**src/rtl/instruction_loader_pkg.sv**
```systemverilog
// Shared types and constants for the instruction loader: FSM encoding,
// HALT word and bytes-per-word helper.
package instruction_loader_pkg;

    localparam int unsigned DEF_CANT_BITS_INSTRUCTION = 32;
    localparam int unsigned DEF_CANT_BITS_BYTE        = 8;
    localparam int unsigned DEF_CANT_BITS_ADDRESS     = 10;

    localparam logic [31:0] HALT_WORD = 32'h0000_0000;

    typedef enum logic [2:0] {
        IDLE    = 3'd0,
        RECEIVE = 3'd1,
        WRITE   = 3'd2,
        DONE    = 3'd3,
        ERROR   = 3'd4
    } state_t;

    function automatic int unsigned bytes_per_word(int unsigned instr_bits, int unsigned byte_bits);
        return instr_bits / byte_bits;
    endfunction

    localparam int unsigned BYTES_PER_WORD =
        bytes_per_word(DEF_CANT_BITS_INSTRUCTION, DEF_CANT_BITS_BYTE);

endpackage

```
**src/rtl/instruction_loader_if.sv**
```systemverilog
// Byte-stream in / instruction-memory write out bundle of the loader.
interface instruction_loader_if #(
    parameter int unsigned CANT_BITS_INSTRUCTION = 32,
    parameter int unsigned CANT_BITS_BYTE        = 8,
    parameter int unsigned CANT_BITS_ADDRESS     = 10
);
    logic                             i_start;
    logic                             i_data_valid;
    logic [CANT_BITS_BYTE-1:0]        i_data;
    logic                             o_write_enable;
    logic [CANT_BITS_ADDRESS-1:0]     o_address;
    logic [CANT_BITS_INSTRUCTION-1:0] o_instruction;
    logic                             o_busy;
    logic                             o_done;
    logic                             o_error;
    logic [CANT_BITS_ADDRESS:0]       o_instruction_count;

    modport master (
        output i_start, i_data_valid, i_data,
        input  o_write_enable, o_address, o_instruction,
        input  o_busy, o_done, o_error, o_instruction_count
    );

    modport slave (
        input  i_start, i_data_valid, i_data,
        output o_write_enable, o_address, o_instruction,
        output o_busy, o_done, o_error, o_instruction_count
    );
endinterface

```
**src/rtl/instruction_loader_byte_packer.sv**
```systemverilog
// Shifts incoming bytes MSB-first into a word; word/word_complete show the
// value including the byte being shifted this cycle.
module instruction_loader_byte_packer
    import instruction_loader_pkg::*;
#(
    parameter int unsigned CANT_BITS_INSTRUCTION = 32,
    parameter int unsigned CANT_BITS_BYTE        = 8
) (
    input  logic                             clk,
    input  logic                             rst_n,
    input  logic                             clear,
    input  logic                             shift_en,
    input  logic [CANT_BITS_BYTE-1:0]        data_byte,
    output logic [CANT_BITS_INSTRUCTION-1:0] word,
    output logic                             word_complete
);
    localparam int unsigned BPW = bytes_per_word(CANT_BITS_INSTRUCTION, CANT_BITS_BYTE);
    localparam int unsigned CW  = (BPW > 1) ? $clog2(BPW) : 1;
    localparam int unsigned LOW = CANT_BITS_INSTRUCTION - CANT_BITS_BYTE;

    logic [CANT_BITS_INSTRUCTION-1:0] shift_q;
    logic [CW-1:0]                    count_q;

    always_comb begin
        word          = shift_q;
        word_complete = 1'b0;
        if (shift_en) begin
            word          = {shift_q[LOW-1:0], data_byte};
            word_complete = (count_q == CW'(BPW - 1));
        end
    end

    always_ff @(posedge clk or negedge rst_n) begin
        if (!rst_n) begin
            shift_q <= '0;
            count_q <= '0;
        end else if (clear) begin
            shift_q <= '0;
            count_q <= '0;
        end else if (shift_en) begin
            shift_q <= word;
            count_q <= word_complete ? '0 : count_q + CW'(1);
        end
    end
endmodule

```
**src/rtl/instruction_loader.sv**
```systemverilog
// Loads a program into instruction memory from a byte stream: packs bytes
// into words, writes them at consecutive addresses until the HALT word.
module instruction_loader
    import instruction_loader_pkg::*;
#(
    parameter int unsigned CANT_BITS_INSTRUCTION = 32,
    parameter int unsigned CANT_BITS_BYTE        = 8,
    parameter int unsigned CANT_BITS_ADDRESS     = 10
) (
    input  logic                 i_clock,
    input  logic                 i_soft_reset,
    instruction_loader_if.slave  bus
);
    localparam int unsigned CNT_W = CANT_BITS_ADDRESS + 1;

    state_t                           state_q;
    logic [CANT_BITS_ADDRESS-1:0]     ptr_q;
    logic                             we_q;
    logic [CANT_BITS_ADDRESS-1:0]     addr_q;
    logic [CANT_BITS_INSTRUCTION-1:0] instr_q;
    logic                             busy_q;
    logic                             done_q;
    logic                             error_q;
    logic [CNT_W-1:0]                 count_q;

    logic                             clear_c;
    logic                             shift_en_c;
    logic                             write_ends_c;
    logic [CANT_BITS_INSTRUCTION-1:0] word_c;
    logic                             word_complete_c;

    // A write that ends the session must not let a trailing byte start a new word.
    always_comb begin
        write_ends_c = (instr_q == CANT_BITS_INSTRUCTION'(HALT_WORD)) || (ptr_q == '1);
        clear_c      = (state_q == IDLE) && bus.i_start;
        shift_en_c   = bus.i_data_valid &&
                       ((state_q == RECEIVE) || ((state_q == WRITE) && !write_ends_c));
    end

    instruction_loader_byte_packer #(
        .CANT_BITS_INSTRUCTION (CANT_BITS_INSTRUCTION),
        .CANT_BITS_BYTE        (CANT_BITS_BYTE)
    ) u_byte_packer (
        .clk           (i_clock),
        .rst_n         (i_soft_reset),
        .clear         (clear_c),
        .shift_en      (shift_en_c),
        .data_byte     (bus.i_data),
        .word          (word_c),
        .word_complete (word_complete_c)
    );

    always_ff @(posedge i_clock or negedge i_soft_reset) begin
        if (!i_soft_reset) begin
            state_q <= IDLE;
            ptr_q   <= '0;
            we_q    <= 1'b0;
            addr_q  <= '0;
            instr_q <= '0;
            busy_q  <= 1'b0;
            done_q  <= 1'b0;
            error_q <= 1'b0;
            count_q <= '0;
        end else begin
            we_q   <= 1'b0;
            done_q <= 1'b0;
            case (state_q)
                IDLE: begin
                    if (bus.i_start) begin
                        ptr_q   <= '0;
                        error_q <= 1'b0;
                        count_q <= '0;
                        busy_q  <= 1'b1;
                        state_q <= RECEIVE;
                    end
                end
                RECEIVE: begin
                    if (word_complete_c) begin
                        we_q    <= 1'b1;
                        addr_q  <= ptr_q;
                        instr_q <= word_c;
                        state_q <= WRITE;
                    end
                end
                WRITE: begin
                    if (instr_q == CANT_BITS_INSTRUCTION'(HALT_WORD)) begin
                        count_q <= CNT_W'(ptr_q) + CNT_W'(1);
                        done_q  <= 1'b1;
                        busy_q  <= 1'b0;
                        state_q <= DONE;
                    end else if (ptr_q == '1) begin
                        error_q <= 1'b1;
                        busy_q  <= 1'b0;
                        state_q <= ERROR;
                    end else begin
                        ptr_q   <= ptr_q + CANT_BITS_ADDRESS'(1);
                        state_q <= RECEIVE;
                    end
                end
                DONE:    state_q <= IDLE;
                ERROR:   state_q <= IDLE;
                default: state_q <= IDLE;
            endcase
        end
    end

    assign bus.o_write_enable      = we_q;
    assign bus.o_address           = addr_q;
    assign bus.o_instruction       = instr_q;
    assign bus.o_busy              = busy_q;
    assign bus.o_done              = done_q;
    assign bus.o_error             = error_q;
    assign bus.o_instruction_count = count_q;
endmodule

```
**src/flat_wrapper.sv**
```systemverilog
// flat-port wrapper written by rule: the top's interface ports become plain ports
module instruction_loader_flat import instruction_loader_pkg::*;
#(
    parameter int unsigned CANT_BITS_INSTRUCTION = 32,
    parameter int unsigned CANT_BITS_BYTE        = 8,
    parameter int unsigned CANT_BITS_ADDRESS     = 10
)
  (i_clock, i_soft_reset, bus_i_start, bus_i_data_valid, bus_i_data, bus_o_write_enable, bus_o_address, bus_o_instruction, bus_o_busy, bus_o_done, bus_o_error, bus_o_instruction_count);
  instruction_loader_if #(.CANT_BITS_INSTRUCTION(CANT_BITS_INSTRUCTION), .CANT_BITS_BYTE(CANT_BITS_BYTE), .CANT_BITS_ADDRESS(CANT_BITS_ADDRESS)) bus_i ();
  input  logic i_clock;
  input  logic i_soft_reset;
  input wire logic [$bits(bus_i.i_start)-1:0] bus_i_start;
  input wire logic [$bits(bus_i.i_data_valid)-1:0] bus_i_data_valid;
  input wire logic [$bits(bus_i.i_data)-1:0] bus_i_data;
  output wire logic [$bits(bus_i.o_write_enable)-1:0] bus_o_write_enable;
  output wire logic [$bits(bus_i.o_address)-1:0] bus_o_address;
  output wire logic [$bits(bus_i.o_instruction)-1:0] bus_o_instruction;
  output wire logic [$bits(bus_i.o_busy)-1:0] bus_o_busy;
  output wire logic [$bits(bus_i.o_done)-1:0] bus_o_done;
  output wire logic [$bits(bus_i.o_error)-1:0] bus_o_error;
  output wire logic [$bits(bus_i.o_instruction_count)-1:0] bus_o_instruction_count;
  assign bus_i.i_start = bus_i_start;
  assign bus_i.i_data_valid = bus_i_data_valid;
  assign bus_i.i_data = bus_i_data;
  assign bus_o_write_enable = bus_i.o_write_enable;
  assign bus_o_address = bus_i.o_address;
  assign bus_o_instruction = bus_i.o_instruction;
  assign bus_o_busy = bus_i.o_busy;
  assign bus_o_done = bus_i.o_done;
  assign bus_o_error = bus_i.o_error;
  assign bus_o_instruction_count = bus_i.o_instruction_count;
  instruction_loader #(.CANT_BITS_INSTRUCTION(CANT_BITS_INSTRUCTION), .CANT_BITS_BYTE(CANT_BITS_BYTE), .CANT_BITS_ADDRESS(CANT_BITS_ADDRESS)) u_core (.i_clock(i_clock), .i_soft_reset(i_soft_reset), .bus(bus_i));
endmodule
```
**config.mk**
```make
export PLATFORM = sky130hd
export DESIGN_NAME = instruction_loader_flat
export DESIGN_NICKNAME = d
export VERILOG_FILES = /design/src/rtl/instruction_loader_pkg.sv /design/src/rtl/instruction_loader_if.sv /design/src/rtl/instruction_loader_byte_packer.sv /design/src/rtl/instruction_loader.sv /design/src/flat_wrapper.sv
export SDC_FILE = /design/constraint.sdc
export NUM_CORES = 1
export LEC_CHECK = 0
export BUFFER_PORTS_ARGS = -buffer_cell sky130_fd_sc_hd__buf_4
export CAP_MARGIN = 25
export CORE_MARGIN = 5
export CORE_UTILIZATION = 62
export CTS_BUF_LIST = sky130_fd_sc_hd__clkbuf_8
export CTS_CLUSTER_DIAMETER = 100
export DETAILED_ROUTE_END_ITERATION = 7
export PLACE_DENSITY = 0.89
export RECOVER_POWER = 50
export SLEW_MARGIN = 20
export SYNTH_ARGS = -nofsm -noshare
export SYNTH_HDL_FRONTEND = slang
export SYNTH_SLANG_ARGS = --single-unit
```
**constraint.sdc**
```tcl
create_clock -name i_clock -period 3.95 [get_ports i_clock]
set_input_delay 0.79 -clock i_clock [delete_from_list [all_inputs] [get_ports i_clock]]
set_output_delay 0.79 -clock i_clock [all_outputs]
set_load 0.02 [all_outputs]
```
; Word-level counts from Yosys, hierarchy flattened
; Cells that the tools add are included.
[op_classes]
addsub = 3
eq_ne = 11
n_mux = 31
reduce_logical = 16
[ops]
columns = cell, count
row1 = two-way mux 32 bit, 3
row2 = zero test 32 bit, 1
row3 = two-way mux 10 bit, 3
row4 = two-way mux 11 bit, 2
row5 = one-hot mux 11 bit (2 select lines), 1
row6 = one-hot mux 10 bit (2 select lines), 1
row7 = two-way mux 3 bit, 4
row8 = adder 10 x 1 -> 11 bit (second input constant), 1
row9 = two-way mux 1 bit, 11
row10 = adder 10 x 1 -> 10 bit (second input constant), 1
row11 = == test 10 bit (second input constant), 1
row12 = inequality test 2 bit (second input constant), 5
row13 = one-hot mux 3 bit (3 select lines), 1
row14 = AND reduction 4 bit, 2
row15 = two-way mux 2 bit, 3
row16 = AND reduction 3 bit, 2
row17 = one-hot mux 1 bit (2 select lines), 2
row18 = AND reduction 2 bit, 2
row19 = nonzero test 2 bit, 2
row20 = == test 3 x 1 -> 1 bit (second input constant), 1
row21 = == test 3 x 2 -> 1 bit (second input constant), 1
row22 = logical AND 1 bit, 3
row23 = zero test 3 bit, 1
row24 = inequality test 3 x 2 -> 1 bit (second input constant), 1
row25 = 5 further kinds, 6
[word_totals]
regBits = 104
inputBits = 12
output_inout_bits = 57
wordCells = 72

; Longest topological paths before layout
[depth]
word_depth = 10
depth_mapped = 8
ltp_nobuf = 6

; By module
; Synthesis repeated with hierarchy kept, for this count alone.
[hier_totals]
cells_unflattened = 364
hier_area_um2 = 4682.0
[modules_own_cells]
columns = module, instances, cells_per_inst, area_each_um2, seq_area_each_um2
row1 = instruction_loader, 1, 252, 3056.7, 1751.7
row2 = instruction_loader_byte_packer, 1, 112, 1625.3, 850.8

; Worst setup path before layout
; Ideal clock, no wire load.
[synth_timing]
path_type = input to register
start = input port bus_i_data_valid
end = register u_core.instr_q[6] (netlist: u_core.bus.o_instruction[6])
setup_ns = 0.125
arrival_time_ns = 1.809
required_ns = 3.825
path_slack_ns = 2.016
stages = 4
n_path_buf = 1
cell_sequence = nand3_1 nor3_2 buf_2 mux2_2
[synth_between]
elab_chain_len = 3
word_cells_on_any_way = 4
cone_classes = mux (2) / reduce/logical (2)
[synth_lines]
columns = element, line
row1 = start: declaration, flat_wrapper.sv:13  ; input wire logic [$bits(bus_i.i_data_valid)-1:0] bus_i_data_valid;
row2 = logical AND 1 bit (*), instruction_loader.sv:36  ; shift_en_c = bus.i_data_valid &&
row3 = two-way mux 1 bit, instruction_loader_byte_packer.sv:27  ; if (shift_en) begin
row4 = AND reduction 2 bit (no line), n/a
row5 = end signal: assignment, instruction_loader.sv:81  ; instr_q <= word_c;
row6 = end: declaration, instruction_loader.sv:20  ; logic [CANT_BITS_INSTRUCTION-1:0] instr_q;
; Mark *: on every way between the ends. The rest lies on a longest branch, timed or not.
; A chain may end at the register's enable or synchronous reset.

==> flow_summary.ini <==
[synth]
yosysMostFrequentCell = dfrtp_1
synth_cells = 333
syn-num-nets = 347
yosysSeqAreaShare_pct = 58.0
synthArstFlopShare_pct = 100
synth_seq_cells = 96
synth.top_cell.area_share_pct = 58.0
synthXorXnorAreaFrac_pct = 1.48
muxShareOfSynthArea_pct = 19.4
ys.flop_type = dfrtp_1
synth-simple-area-share_pct = 9.00
synth.distinct_cells = 41
synth_top_family_by_area = multiplexers
synthTopCellsByArea = dfrtp_1 58%, mux2_2 13%, mux2i_1 6.0%
synth-compound-area-share_pct = 5.98
ys_warn_count = 0
synth_area_mm2 = 0.00414
synth_edf_count = 0
synth_common_cells = 96 x dfrtp_1, 49 x mux2_2, 33 x nand2_1, 25 x mux2i_1, 21 x inv_1
syn-mean-instance-area_um2 = 12.4
synth_top_cell_by_area = dfrtp_1
synth_adder_area_share_pct = 0.604

[final_layout]
multi_input_area_mm2 = 0.00152
area_growth_pct = 14.5
stdcell_area_mm2 = 0.00474
ff_latch_area_mm2 = 0.00240
n_antenna_cell = 0
final_nets = 411
drive_gt1_share_pct = 27.7
fill_cells = 435
final_util_pct = 73.9

[die]
die_x_um = 91.8
std_cell_rows = 29
die_area_mm2 = 0.00842
num_io_pins = 69
start_util_pct = 64.5
design.core.area_mm2 = 0.00642
die_h_um = 91.8

[sta]
slew_headroom_pct = -16.7
timing.final.hold_violations = 0
setup_violations = 0
setup_tns_ps = 0
tightest_slew_ps = 1750
min_period_ps = 2570
fmax_ghz = 0.390
post-route-period-util_pct = 65.0
worst_clock_skew_ps = 9.71
slew_violations = 35
grt_setup_unrepaired = no

[setup_path]
worst-path-max-fanout = 36
cp.required_ps = 4320
path_cells = clkbuf_1 -> clkbuf_2
crit_path_end_kind = async pin
worst-path-buf-inv = 2
crit_arrival_ps = 2930
worstSetupStartpointType = input port
critPathTopFamily = buffers and inverters
critPathMaxStageDelay_ps = 1240
cpMaxStageDelayCell = clkbuf_1
critPathKind = in2async

[route]
drc = 0
drt_pass1_iterations = 4
ant_nets = 0
viasPerCell = 6.00
drt_wl_total_mm = 8.68
wl_per_cell_um = 18.2
drtIter0Drc = 248
num_vias = 2866

[clocking]
clk_latency_ps = 350
h-tree-depth = 3
cts_buffers = 9
clk_pin_slew_ps = 80
clock_tree.buffer_depth = 2
post_cts_buffers = 0
ctsRootBufferMaster = clkbuf_8
cts_hold_buf = 0
postCtsResizedCells = 0
numClockSinks = 96
cts_tree = done

[outcome]
violations = max-capacitance violations, max-slew violations
status = finished with violations

[worst_hold_path]
hold_path_class = reg2reg

[run]
max_cap_viol_count = 1

[grt]
grt.overflow.total = 0
grt_pass1_wl_mm = 14.7
grt_pass1_vias = 2938
grt_max_degree = 37
antenna_found_initial = 0
grtUsageTotal_pct = 22.0

[pwr]
ir_worst_vdd_mv = 0.502
powerDensity_mw_per_mm2 = 728
power.leakage_nw = 2.31
finalPower_w = 0.00345

[placement]
port_buffers = 68
dpl_cell_area_mm2 = 0.00465
routabilityCongestion = 0.881
dpl.hpwl_mm = 5.88
[flip-flops by register name, summed over array words and instances, names as in the netlist]
name / cells
u_core.u_byte_packer.shift_q: 24
u_core.state_q: 3
u_core.bus.o_write_enable: 1
u_core.u_byte_packer.count_q: 2
u_core.bus.o_busy: 1
u_core.bus.o_done: 1
u_core.bus.o_address: 10
u_core.bus.o_instruction: 32
u_core.ptr_q: 10
u_core.bus.o_instruction_count: 11
u_core.bus.o_error: 1
[power by group]
group / leakage, nW / internal, W / switching (W)
logic: 0.964 / 0.000547 / 0.000672
clock network: 0.109 / 0.000347 / 0.000317
registers: 1.23 / 0.00131 / 0.000258
total: 2.31 / 0.00221 / 0.00125
[stage by stage]
stage	hold WS [ps]	std cells	setup WS, ps
final	497	478	1380
after global routing	515	478	853
after CTS	365	478	1480
after detailed placement	479	463	1570
after global placement	472	463	1620
after floorplan	457	333	2020
[cells by family (layout without fill, tap and decap cells)]
family	Yosys count	after routing
AO/OA/AOI/OAI	36	36
buffers and inverters	41	109
AND/OR/NAND/NOR	77	77
adder cells (fa/ha/maj)	2	2
XOR/XNOR	7	7
multiplexers	74	74
flip-flops	96	96
[metal layers]
metal / vias up / routed length [um] / global-route usage (%)
li1: 1291 / - / -
met1: 1418 / 3690 / 31.1
met2: 131 / 4100 / 32.4
met3: 26 / 624 / 4.17
met4: 0 / 259 / 11.8
met5: - / 0 / 0
[cells in the final DEF (no fill, tap or decap), drive strengths merged, types with 2 or more instances in the layout]
cell type / instances
xnor2: 3
nand4: 6
dfrtp: 96
o31ai: 3
xor2: 4
buf: 43
nor3: 3
and2: 2
a31oi: 4
nand3: 11
o21ai: 14
clkbuf: 39
mux2i: 25
mux2: 49
ha: 2
nor2: 10
a21oi: 6
inv: 24
nand2: 33
nor4: 9
bufinv: 2
[final cells by class]
class                           instances  share of cell area, %
Sequential cell                        96                   50.6
Multi-Input combinational cell        196                   31.9
Timing Repair Buffer                   73                   9.47
Clock buffer                            9                   2.61
Tap cell                               77                   2.03
Clock inverter                          6                   1.66
Inverter                               21                   1.66
[final timing paths]
| kind | start | to | slack, ps | cells after the start |
|---|---|---|---|---|
| hold / removal | u_core.bus.o_error | u_core.bus.o_error | 500 | 1 |
| hold reg to reg | u_core.bus.o_error | u_core.bus.o_error | 500 | 1 |
| setup reg to reg | u_core.ptr_q[0] | u_core.u_byte_packer.shift_q[0] | 1460 | 7 |
| setup / recovery | i_soft_reset | u_core.state_q[0] | 1380 | 2 |
| max in group i_clock | u_core.ptr_q[0] | u_core.u_byte_packer.shift_q[0] | 1460 | 7 |
| min in group asynchronous | i_soft_reset | u_core.bus.o_instruction[2] | 890 | 1 |
(Power assumes the default switching activity.)
